### src/rtl/reproductor_melodia.sv
// ----------------------------------------------------------------------------
// reproductor_melodia
// Melody sequencer for the tone generator's 7-bit one-hot key bus. It walks a
// fixed 16-entry song ROM, holds each key for dur*TICKS_PER_BEAT cycles and
// inserts GAP_TICKS cycles of silence after each entry. It pulses `done` when
// the end entry is reached.
//
// Optional feature: define REPRODUCTOR_LOOP_EN to add the `loop` input. With
// loop=1 the song restarts at entry 0 instead of finishing.
//
// Ports:
//   clk       in   1  system clock
//   reset     in   1  asynchronous active-high reset
//   start     in   1  start playback from entry 0 when idle
//   stop      in   1  abort playback (priority over start)
//   loop      in   1  (REPRODUCTOR_LOOP_EN only) restart instead of finishing
//   teclas    out  7  registered one-hot key, bit0=DO .. bit6=SI, 0 = silence
//   busy      out  1  high whenever not idle
//   done      out  1  one-cycle pulse when the end entry is reached
//   nota_idx  out  4  ROM address of the entry loaded/playing
// ----------------------------------------------------------------------------
`timescale 1ns/1ps

module reproductor_melodia #(
   parameter int unsigned TICKS_PER_BEAT = 12_500_000,
   parameter int unsigned GAP_TICKS      = 500_000
) (
   input  logic       clk,
   input  logic       reset,
   input  logic       start,
   input  logic       stop,
`ifdef REPRODUCTOR_LOOP_EN
   input  logic       loop,
`endif
   output logic [6:0] teclas,
   output logic       busy,
   output logic       done,
   output logic [3:0] nota_idx
);

   localparam int unsigned KEY_W    = 7;
   localparam int unsigned IDX_W    = 4;
   localparam int unsigned DUR_W    = 4;
   localparam int unsigned CODE_W   = 3;
   localparam int unsigned NOTE_MAX = 15 * TICKS_PER_BEAT;
   localparam int unsigned CNT_MAX  = (NOTE_MAX > GAP_TICKS) ? NOTE_MAX : GAP_TICKS;
   localparam int unsigned CNT_W    = $clog2(CNT_MAX + 1);
   localparam int unsigned GAP_LAST = (GAP_TICKS == 0) ? 0 : GAP_TICKS - 1;

   typedef enum logic [2:0] {
      S_IDLE,
      S_LOAD,
      S_NOTE,
      S_GAP,
      S_END
   } state_t;

   state_t               r_state;
   logic [KEY_W-1:0]     r_teclas;
   logic                 r_busy;
   logic                 r_done;
   logic [IDX_W-1:0]     r_idx;
   logic [DUR_W-1:0]     r_beats;
   logic [CNT_W-1:0]     r_cnt;

   state_t               w_state_nxt;
   logic [KEY_W-1:0]     w_teclas_nxt;
   logic [IDX_W-1:0]     w_idx_nxt;
   logic [DUR_W-1:0]     w_beats_nxt;
   logic [CNT_W-1:0]     w_cnt_nxt;

   logic [CODE_W+DUR_W-1:0] w_entry;
   logic [CODE_W-1:0]    w_code;
   logic [DUR_W-1:0]     w_dur;
   logic [KEY_W-1:0]     w_key;
   logic [CNT_W-1:0]     w_note_tgt;
   logic                 w_note_last;
   logic                 w_gap_last;
   logic                 w_loop;

   // Song ROM: {code, dur}; code 1..7 = DO..SI, dur 0 marks the end entry
   always_comb begin
      w_entry = '0;
      case (r_idx)
         4'd0:    w_entry = {3'd1, 4'd1};   // DO
         4'd1:    w_entry = {3'd1, 4'd1};   // DO
         4'd2:    w_entry = {3'd5, 4'd1};   // SOL
         4'd3:    w_entry = {3'd5, 4'd1};   // SOL
         4'd4:    w_entry = {3'd6, 4'd1};   // LA
         4'd5:    w_entry = {3'd6, 4'd1};   // LA
         4'd6:    w_entry = {3'd5, 4'd2};   // SOL
         4'd7:    w_entry = {3'd4, 4'd1};   // FA
         4'd8:    w_entry = {3'd4, 4'd1};   // FA
         4'd9:    w_entry = {3'd3, 4'd1};   // MI
         4'd10:   w_entry = {3'd3, 4'd1};   // MI
         4'd11:   w_entry = {3'd2, 4'd1};   // RE
         4'd12:   w_entry = {3'd2, 4'd1};   // RE
         4'd13:   w_entry = {3'd1, 4'd2};   // DO
         default: w_entry = {3'd0, 4'd0};   // end
      endcase
   end

   assign w_code = w_entry[CODE_W+DUR_W-1:DUR_W];
   assign w_dur  = w_entry[DUR_W-1:0];

   // Code 0 is a rest, so it maps to an all-zero key
   assign w_key = (w_code == '0) ? '0 : (KEY_W'(1) << (w_code - CODE_W'(1)));

   // Last NOTE cycle: counter started at 0 on the LOAD edge
   assign w_note_tgt  = CNT_W'(r_beats) * CNT_W'(TICKS_PER_BEAT) - CNT_W'(1);
   assign w_note_last = (r_cnt == w_note_tgt);
   assign w_gap_last  = (r_cnt == CNT_W'(GAP_LAST));

`ifdef REPRODUCTOR_LOOP_EN
   assign w_loop = loop;
`else
   assign w_loop = 1'b0;
`endif

   // Next-state and next-output logic
   always_comb begin
      w_state_nxt  = r_state;
      w_teclas_nxt = r_teclas;
      w_idx_nxt    = r_idx;
      w_beats_nxt  = r_beats;
      w_cnt_nxt    = r_cnt;

      if (stop && (r_state != S_IDLE)) begin
         w_state_nxt  = S_IDLE;
         w_teclas_nxt = '0;
         w_idx_nxt    = '0;
         w_cnt_nxt    = '0;
      end else begin
         case (r_state)
            S_IDLE: begin
               w_teclas_nxt = '0;
               if (start && !stop) begin
                  w_state_nxt = S_LOAD;
                  w_idx_nxt   = '0;
                  w_cnt_nxt   = '0;
               end
            end

            S_LOAD: begin
               if (w_dur == '0) begin
                  w_state_nxt  = S_END;
                  w_teclas_nxt = '0;
               end else begin
                  w_state_nxt  = S_NOTE;
                  w_beats_nxt  = w_dur;
                  w_cnt_nxt    = '0;
                  w_teclas_nxt = w_key;
               end
            end

            S_NOTE: begin
               if (w_note_last) begin
                  w_teclas_nxt = '0;
                  w_cnt_nxt    = '0;
                  if (GAP_TICKS != 0) begin
                     w_state_nxt = S_GAP;
                  end else if (r_idx == '1) begin
                     // Table exhausted: never wrap mid-song
                     w_state_nxt = S_END;
                  end else begin
                     w_state_nxt = S_LOAD;
                     w_idx_nxt   = r_idx + IDX_W'(1);
                  end
               end else begin
                  w_cnt_nxt = r_cnt + CNT_W'(1);
               end
            end

            S_GAP: begin
               w_teclas_nxt = '0;
               if (w_gap_last) begin
                  w_cnt_nxt = '0;
                  if (r_idx == '1) begin
                     w_state_nxt = S_END;
                  end else begin
                     w_state_nxt = S_LOAD;
                     w_idx_nxt   = r_idx + IDX_W'(1);
                  end
               end else begin
                  w_cnt_nxt = r_cnt + CNT_W'(1);
               end
            end

            S_END: begin
               w_teclas_nxt = '0;
               w_idx_nxt    = '0;
               w_cnt_nxt    = '0;
               w_state_nxt  = w_loop ? S_LOAD : S_IDLE;
            end

            default: begin
               w_state_nxt  = S_IDLE;
               w_teclas_nxt = '0;
               w_idx_nxt    = '0;
               w_cnt_nxt    = '0;
            end
         endcase
      end
   end

   // State and registered outputs; done/busy follow the state being entered
   always_ff @(posedge clk or posedge reset) begin
      if (reset) begin
         r_state  <= S_IDLE;
         r_teclas <= '0;
         r_busy   <= 1'b0;
         r_done   <= 1'b0;
         r_idx    <= '0;
         r_beats  <= '0;
         r_cnt    <= '0;
      end else begin
         r_state  <= w_state_nxt;
         r_teclas <= w_teclas_nxt;
         r_busy   <= (w_state_nxt != S_IDLE);
         r_done   <= (w_state_nxt == S_END);
         r_idx    <= w_idx_nxt;
         r_beats  <= w_beats_nxt;
         r_cnt    <= w_cnt_nxt;
      end
   end

   assign teclas   = r_teclas;
   assign busy     = r_busy;
   assign done     = r_done;
   assign nota_idx = r_idx;

endmodule

### config.mk
export PLATFORM = sky130hd
export DESIGN_NAME = reproductor_melodia
export DESIGN_NICKNAME = d
export VERILOG_FILES = /design/src/rtl/reproductor_melodia.sv
export SDC_FILE = /design/constraint.sdc
export NUM_CORES = 1
export LEC_CHECK = 0
export CAP_MARGIN = 20
export CORE_ASPECT_RATIO = 2
export CORE_MARGIN = 4
export CORE_UTILIZATION = 34
export DETAILED_ROUTE_END_ITERATION = 8
export PLACE_DENSITY_LB_ADDON = 0.12
export SLEW_MARGIN = 10
export SYNTH_ARGS = -nofsm -noshare
export SYNTH_HDL_FRONTEND = slang
export SYNTH_SLANG_ARGS = --single-unit
### constraint.sdc
create_clock -name clk -period 3.4 [get_ports clk]
set_input_delay 0.51 -clock clk [delete_from_list [all_inputs] [get_ports clk]]
set_output_delay 0.51 -clock clk [all_outputs]
set_load 0.005 [all_outputs]
==> out/qor.txt <==
Outcome -> finished, final reports clean
Power density over the cells -> 364 nW/um2
Syn nets -> 367
Net Sw Frac -> 25.1%
Fillers -> 888
F_max -> 361 MHz
Largest cells by area after synthesis -> dfrtp_1 (38%), nand2_1 (5.2%), ha_1 (4.9%), nand3_1 (3.9%), nor2_1 (3.2%)
Synthesized flop and latch total -> 46
CTS sink cnt -> 46
Post-CTS Hold Buffers -> 0
Sw Pwr -> 0.000317 W
PortBufs -> 16
Core ar. -> 8710 um2
Layout Nets -> 377
Reg power frac -> 45.0%
Largest net degree at the start of global routing -> 47
RSZ-0062 raised after global routing -> false
EDFF count, synth -> 0
Clock period minus worst slack -> 2770 ps
Max_cap viols -> 0
Crit-path max FO -> 19
Hold Vio Cnt, Final -> 0
Clock Skews -> 4.71 ps
CP Buf/Inv Count -> 0
Slew @ Worst Pin -> 685 ps
Post-CTS setup buffers -> 0
Vias in the first global route -> 2,827
Root Driver -> clkbuf_16
Pleak -> 1.37 nW
TritonCTS clock tree -> built
Register area share after synthesis -> 37.8%
CTS resizes -> 0
Mapped cell area -> 3050 um2
Global Route Usage Sum -> 18.8%
Pins over their slew limit -> 0
I/O Pins -> 17
Arrival time worst endpoint -> 2910 ps
Most common cell after layout, fill and taps aside -> dfrtp_1
Pre-CTS setup slack -> 544 ps
Mapped Cells -> 351
Final Wtd Congestion -> 0.880
Vias per cell -> 5.95
CTS Buffer Depth -> 2
FFs w/ async S/R, synth -> 100%
CP delay by family, top -> simple AND/OR/NAND/NOR gates
Share of layout cells above drive strength 1 -> 7.73%
Share of the synthesized area in the top cell type -> 37.8%
Setup slack after layout -> 629 ps
Global-route wire length before repair -> 14.9 mm
Required time worst endpoint -> 3540 ps
DRC Markers -> 0
Main flop type after synthesis -> dfrtp_1
Initial DRC count -> 182
Area delta synth->final -> 14.0%
Clock network power share -> 44.8%
Chip height -> 142 um
Critical-path top delay cell -> nand2_2
Die Wd -> 75.0 um
Worst skew pair latency -> 290 ps
DP Wirelength -> 7.04 mm
Initial Utilization -> 35.0%
Via count -> 2,747
Comb power frac -> 10.2%
TritonCTS buffer count -> 5
H-tree levels -> 2
Worst VDD drop -> 0.285 mV
Grt ovf -> 0
# setup viols final -> 0
TritonRoute pass-1 iters -> 4
Internal cell power -> 0.000948 W
Critical-path cell list -> ha_1 > and4_1 > nand4_1 > nor4_4 > nand4_4 > nand2_2 > o311ai_1
CP max stage delay -> 430 ps
Warnings from Yosys -> 0
Avg Inst Size Synth -> 8.68 um2
Count of cell types in the netlist -> 59
Setup TNS -> 0 ps
Worst Setup End Kind -> flip-flop
Max_slew headroom -> 54.4%
Yosys top cell by area -> dfrtp_1
Initial antenna violation count -> 0
Row count -> 48
Die area -> 10,600 um2
Worst-path clk slew -> 70 ps
Kind of critical path -> flip-flop to flip-flop
DR WL/cell -> 19.9 um
DRT antenna net count -> 0
Routed wire length -> 9.18 mm
HP Class -> input port to asynchronous set/reset pin
Startpoint Class -> flip-flop
Fin crit share -> 81.5%
Leading cell types in the layout, fill and taps excluded -> dfrtp_1 (46), nand2_1 (42), nor2_1 (26)
Antenna fix cells -> 0
Total power -> 0.00127 W
-- power groups by stage --
stage          Clock, W  Sequential [W]  Combinational (W)
6_report       0.000566        0.000569           0.000130
3_3_place_gp          0        0.000579           0.000128
4_1_cts        0.000581        0.000569           0.000129
2_1_floorplan         0        0.000573          0.0000840
3_5_place_dp          0        0.000580           0.000128
5_1_grt        0.000605        0.000572           0.000145
-- flip-flops by register name, indices dropped and copies added (netlist names) --
signal and cells:
teclas 7, nota_idx 4, done 1, r_state 3, r_beats 2, busy 1
r_cnt 28
-- worst paths after layout --
check	start	end	slack (ps)	cells after the start
min in group clk	teclas[1]	teclas[1]	490	1
worst max-delay path	r_cnt[0]	r_cnt[27]	630	7
max in group asynchronous	reset	nota_idx[1]	2460	3
worst min-delay path	reset	teclas[0]	460	2
worst min register to register	teclas[1]	teclas[1]	490	1
worst max register to register	r_cnt[0]	r_cnt[27]	630	7
-- metrics by stage --
step                      std cells  instance area (um2)  hold slack, ps  utilization, %
after floorplan                 351                 3050             479               -
after global placement          453                 3290             484            37.8
after detailed placement        453                 3290             478            37.8
after CTS                       461                 3460             499            39.7
after global routing            462                 3480             483            39.9
final                           462                 3480             465            39.9
-- Yosys cell counts, types with 3 or more instances --
cell,instances
a21oi_1,11
a22o_1,6
a31oi_1,7
a32o_1,5
a32oi_1,3
and2_1,3
and3_1,4
and4_1,5
buf_2,5
clkbuf_1,10
dfrtp_1,46
ha_1,12
inv_1,13
nand2_1,42
nand2b_1,5
nand3_1,24
nand4_1,14
nor2_1,26
nor3_1,8
nor4_1,5
o211ai_1,4
o21ai_0,17
o22ai_1,4
o31a_1,3
or2_2,5
or3_1,9
xnor2_1,6
xor2_1,8
-- layout make-up --
type / instances / area (um2) / area share [%]
multi-input combinational: 273 / 1770 / 50.8
sequential: 46 / 1150 / 33.1
timing repair buffer: 22 / 218 / 6.26
clock buffer: 6 / 129 / 3.71
tap: 100 / 125 / 3.60
inverter: 13 / 48.8 / 1.40
clock inverter: 2 / 37.5 / 1.08
-- metal layers --
metal	vias to the layer above	track usage (%)	wire [um]
met5	-	0	0
met4	0	12.4	551
met3	30	2.77	241
met2	59	34.7	5350
met1	1345	18.3	3030
li1	1313	-	-
-- logic make-up (layout without fill, tap and decap cells) --
group,after synthesis,count (layout),share of synthesized area (%)
and+or+nand+nor,165,165,29.7
adders and majority gates,12,12,4.93
buffers and inverters,32,43,4.56
xor gates and xnor gates,14,14,4.02
muxes,3,3,1.03
DFF,46,46,37.8
AOI/OAI and AO/OA,79,79,18.0
Power figures use the tool's default switching activity.
==> variant (same settings) <==
Put one more register stage on the output `nota_idx`, without a reset. The value now appears one clock later. The other outputs are not delayed to match.
--- a/src/rtl/reproductor_melodia.sv
+++ b/src/rtl/reproductor_melodia.sv
@@ -228,5 +228,7 @@
    assign busy     = r_busy;
    assign done     = r_done;
-   assign nota_idx = r_idx;
+   always_ff @(posedge clk) begin
+      nota_idx <= r_idx;
+   end
 
 endmodule
Behaviour: same outputs for any inputs over 10 cycles, from zero or initial values and one cycle with reset high; that may be too few to reach the edited logic, so the function may still have changed.
==> variant against the original RTL <==
- setup slack worse by 0.31 ns
- sequential power is 7.7% higher
- sequential cell count is 4 higher
- synthesized area is 3.9% higher
- final cell count is 1.7% higher
- clock power is 4.6% higher
- critical path depth is 2 higher
- wire length is 5.4% lower
- power is 4.5% higher
- design area is 4.7% higher
- global-route usage is 2.3 points lower
- sequential share of layout area is 0.72 points higher
- fmax is 9.9% lower
==> variant: results (changes against the original RTL) <==
[global_routing]
grt_pass1_wl_um=14400  ; -4.0%
antenna_found_initial=0  ; unchanged
grtUsageTotal=0.166  ; -0.0226
grt_max_degree=47  ; unchanged
grt_pass1_vias=2759  ; -2.4%

[cells_and_area]
num-nets-final=383  ; +1.6%
antennaDiodeCount=0  ; unchanged
largest_register=r_cnt
n_fill_cell=899  ; +1.2%
final_cells=470  ; +1.7%
largest_reg_flops=28  ; unchanged
drive_gt1_frac=0.103  ; +0.0259

[clock_network]
ctsResizeCount=0  ; unchanged
clockBufferDepth=2  ; unchanged
root_buffer=clkbuf_16
post_cts_buffers=0  ; unchanged
h-tree-depth=2  ; unchanged
clk_pin_slew_ns=0.07  ; about the same
clkLatencyLatePin_ns=0.30
cts-buffers-inserted=5  ; unchanged

[placement]
port-buffer-count=16  ; unchanged
dp_hpwl_um=6240  ; -11%
globalplace.congestion=0.840  ; -4.6%
post_dp_cell_area_um2=3450  ; +4.9%
placed_cells=461  ; +1.8%

[logic_synthesis]
async_reset_ff_frac=0.920  ; -0.0800
synth_area_leaders=dfrtp_1 36%, ha_1 4.7%, nand2_1 4.5%, a22o_1 3.0%, nor3_1 3.0%
synthFlopType=dfrtp_1
synth_fp_nets=367  ; unchanged
yosys_warnings=0  ; unchanged
ys_types=57  ; -3.4%
synth-seq-area-share=0.389  ; +0.0111
synth_most_common_cell=dfrtp_1
postSynthCellCount=351  ; unchanged
synth.cells.most_frequent=46 x dfrtp_1, 38 x nand2_1, 19 x nor3_1

[worst_hold_path]
min_path_type=primary input to async pin

[flow_run]
drv_cap=0  ; unchanged

[drt]
wl_um=8690  ; -5.4%
dr.pass1.iters=4  ; unchanged
drt_iter0_markers=245  ; +35%
viasPerCell=5.82  ; -2.1%

[setup_path]
arrival_ns=3.26  ; +0.35 ns
reg2reg_slack_ns=0.32  ; -0.31 ns
cp_max_fo=24  ; +5
slowest_delay_ns=0.50  ; +0.07 ns
cp_slowest_cell=a2111oi_0

[power_and_ir_drop]
ir_worst_vdd_v=0.000179  ; -37%
leakagePower_nw=1.50  ; +9.1%

[run_status]
status=complete, no violations

[sta]
max_slew_margin=0.535  ; -0.00830
worst_clock_skew_ns=0.00709  ; +0.00239 ns

variant: cells by family after synthesis:
family,share of synthesized area
flip-flops,0.389
AND/OR/NAND/NOR,0.285
buffers and inverters,0.0458
adder cells (fa/ha/maj),0.0474
multiplexers,0.00672
XOR/XNOR,0.0194
AO/OA/AOI/OAI,0.207
variant: report_power, final:
group,leakage (nW),internal (W),switching (W),total [W]
clock network,0.0842,0.000349,0.000243,0.000592
logic,0.748,0.0000429,0.0000735,0.000116
registers,0.666,0.000600,0.0000126,0.000613
variant: worst paths after layout:
kind / cells past startpoint / to / from
worst max-delay path: 9 / r_cnt[25]$_DFFE_PP0P_ / r_beats[1]$_DFFE_PP0P_
worst min-delay path: 2 / teclas[1]$_DFFE_PP0P_ / reset
worst max register to register: 9 / r_cnt[25]$_DFFE_PP0P_ / r_beats[1]$_DFFE_PP0P_
worst min register to register: 1 / teclas[1]$_DFFE_PP0P_ / teclas[1]$_DFFE_PP0P_
max in group asynchronous: 3 / r_cnt[6]$_DFFE_PP0P_ / reset
min in group clk: 1 / teclas[1]$_DFFE_PP0P_ / teclas[1]$_DFFE_PP0P_
variant: metal layers:
layer	track usage	share of wire
met1	0.169	0.38
met2	0.326	0.57
met3	0.0268	0.025
met4	0.0774	0.022
met5	0	0
variant: critical path: cells and delay by family (launching register included):
family,cells,cell delay [ns]
simple gates,4,1.01
compound gates,2,0.77
buf+inv,2,0.44
flops,1,0.43
fa+ha+maj,1,0.30
variant: metrics by stage:
| step | setup WS [ns] | hold slack (ns) |
|---|---|---|
| after floorplan | 0.638 | 0.394 |
| after global placement | 0.492 | 0.478 |
| after detailed placement | 0.391 | 0.473 |
| after CTS | 0.370 | 0.501 |
| after global routing | 0.187 | 0.488 |
| final | 0.323 | 0.451 |
variant: cell type report:
| class | count | area [um2] | area share |
|---|---|---|---|
| Clock buffer | 5 | 125 | 0.0344 |
| Clock inverter | 3 | 43.8 | 0.0120 |
| Inverter | 8 | 30.0 | 0.00825 |
| Multi-Input combinational cell | 271 | 1800 | 0.493 |
| Sequential cell | 50 | 1230 | 0.338 |
| Tap cell | 102 | 128 | 0.0351 |
| Timing Repair Buffer | 31 | 285 | 0.0784 |
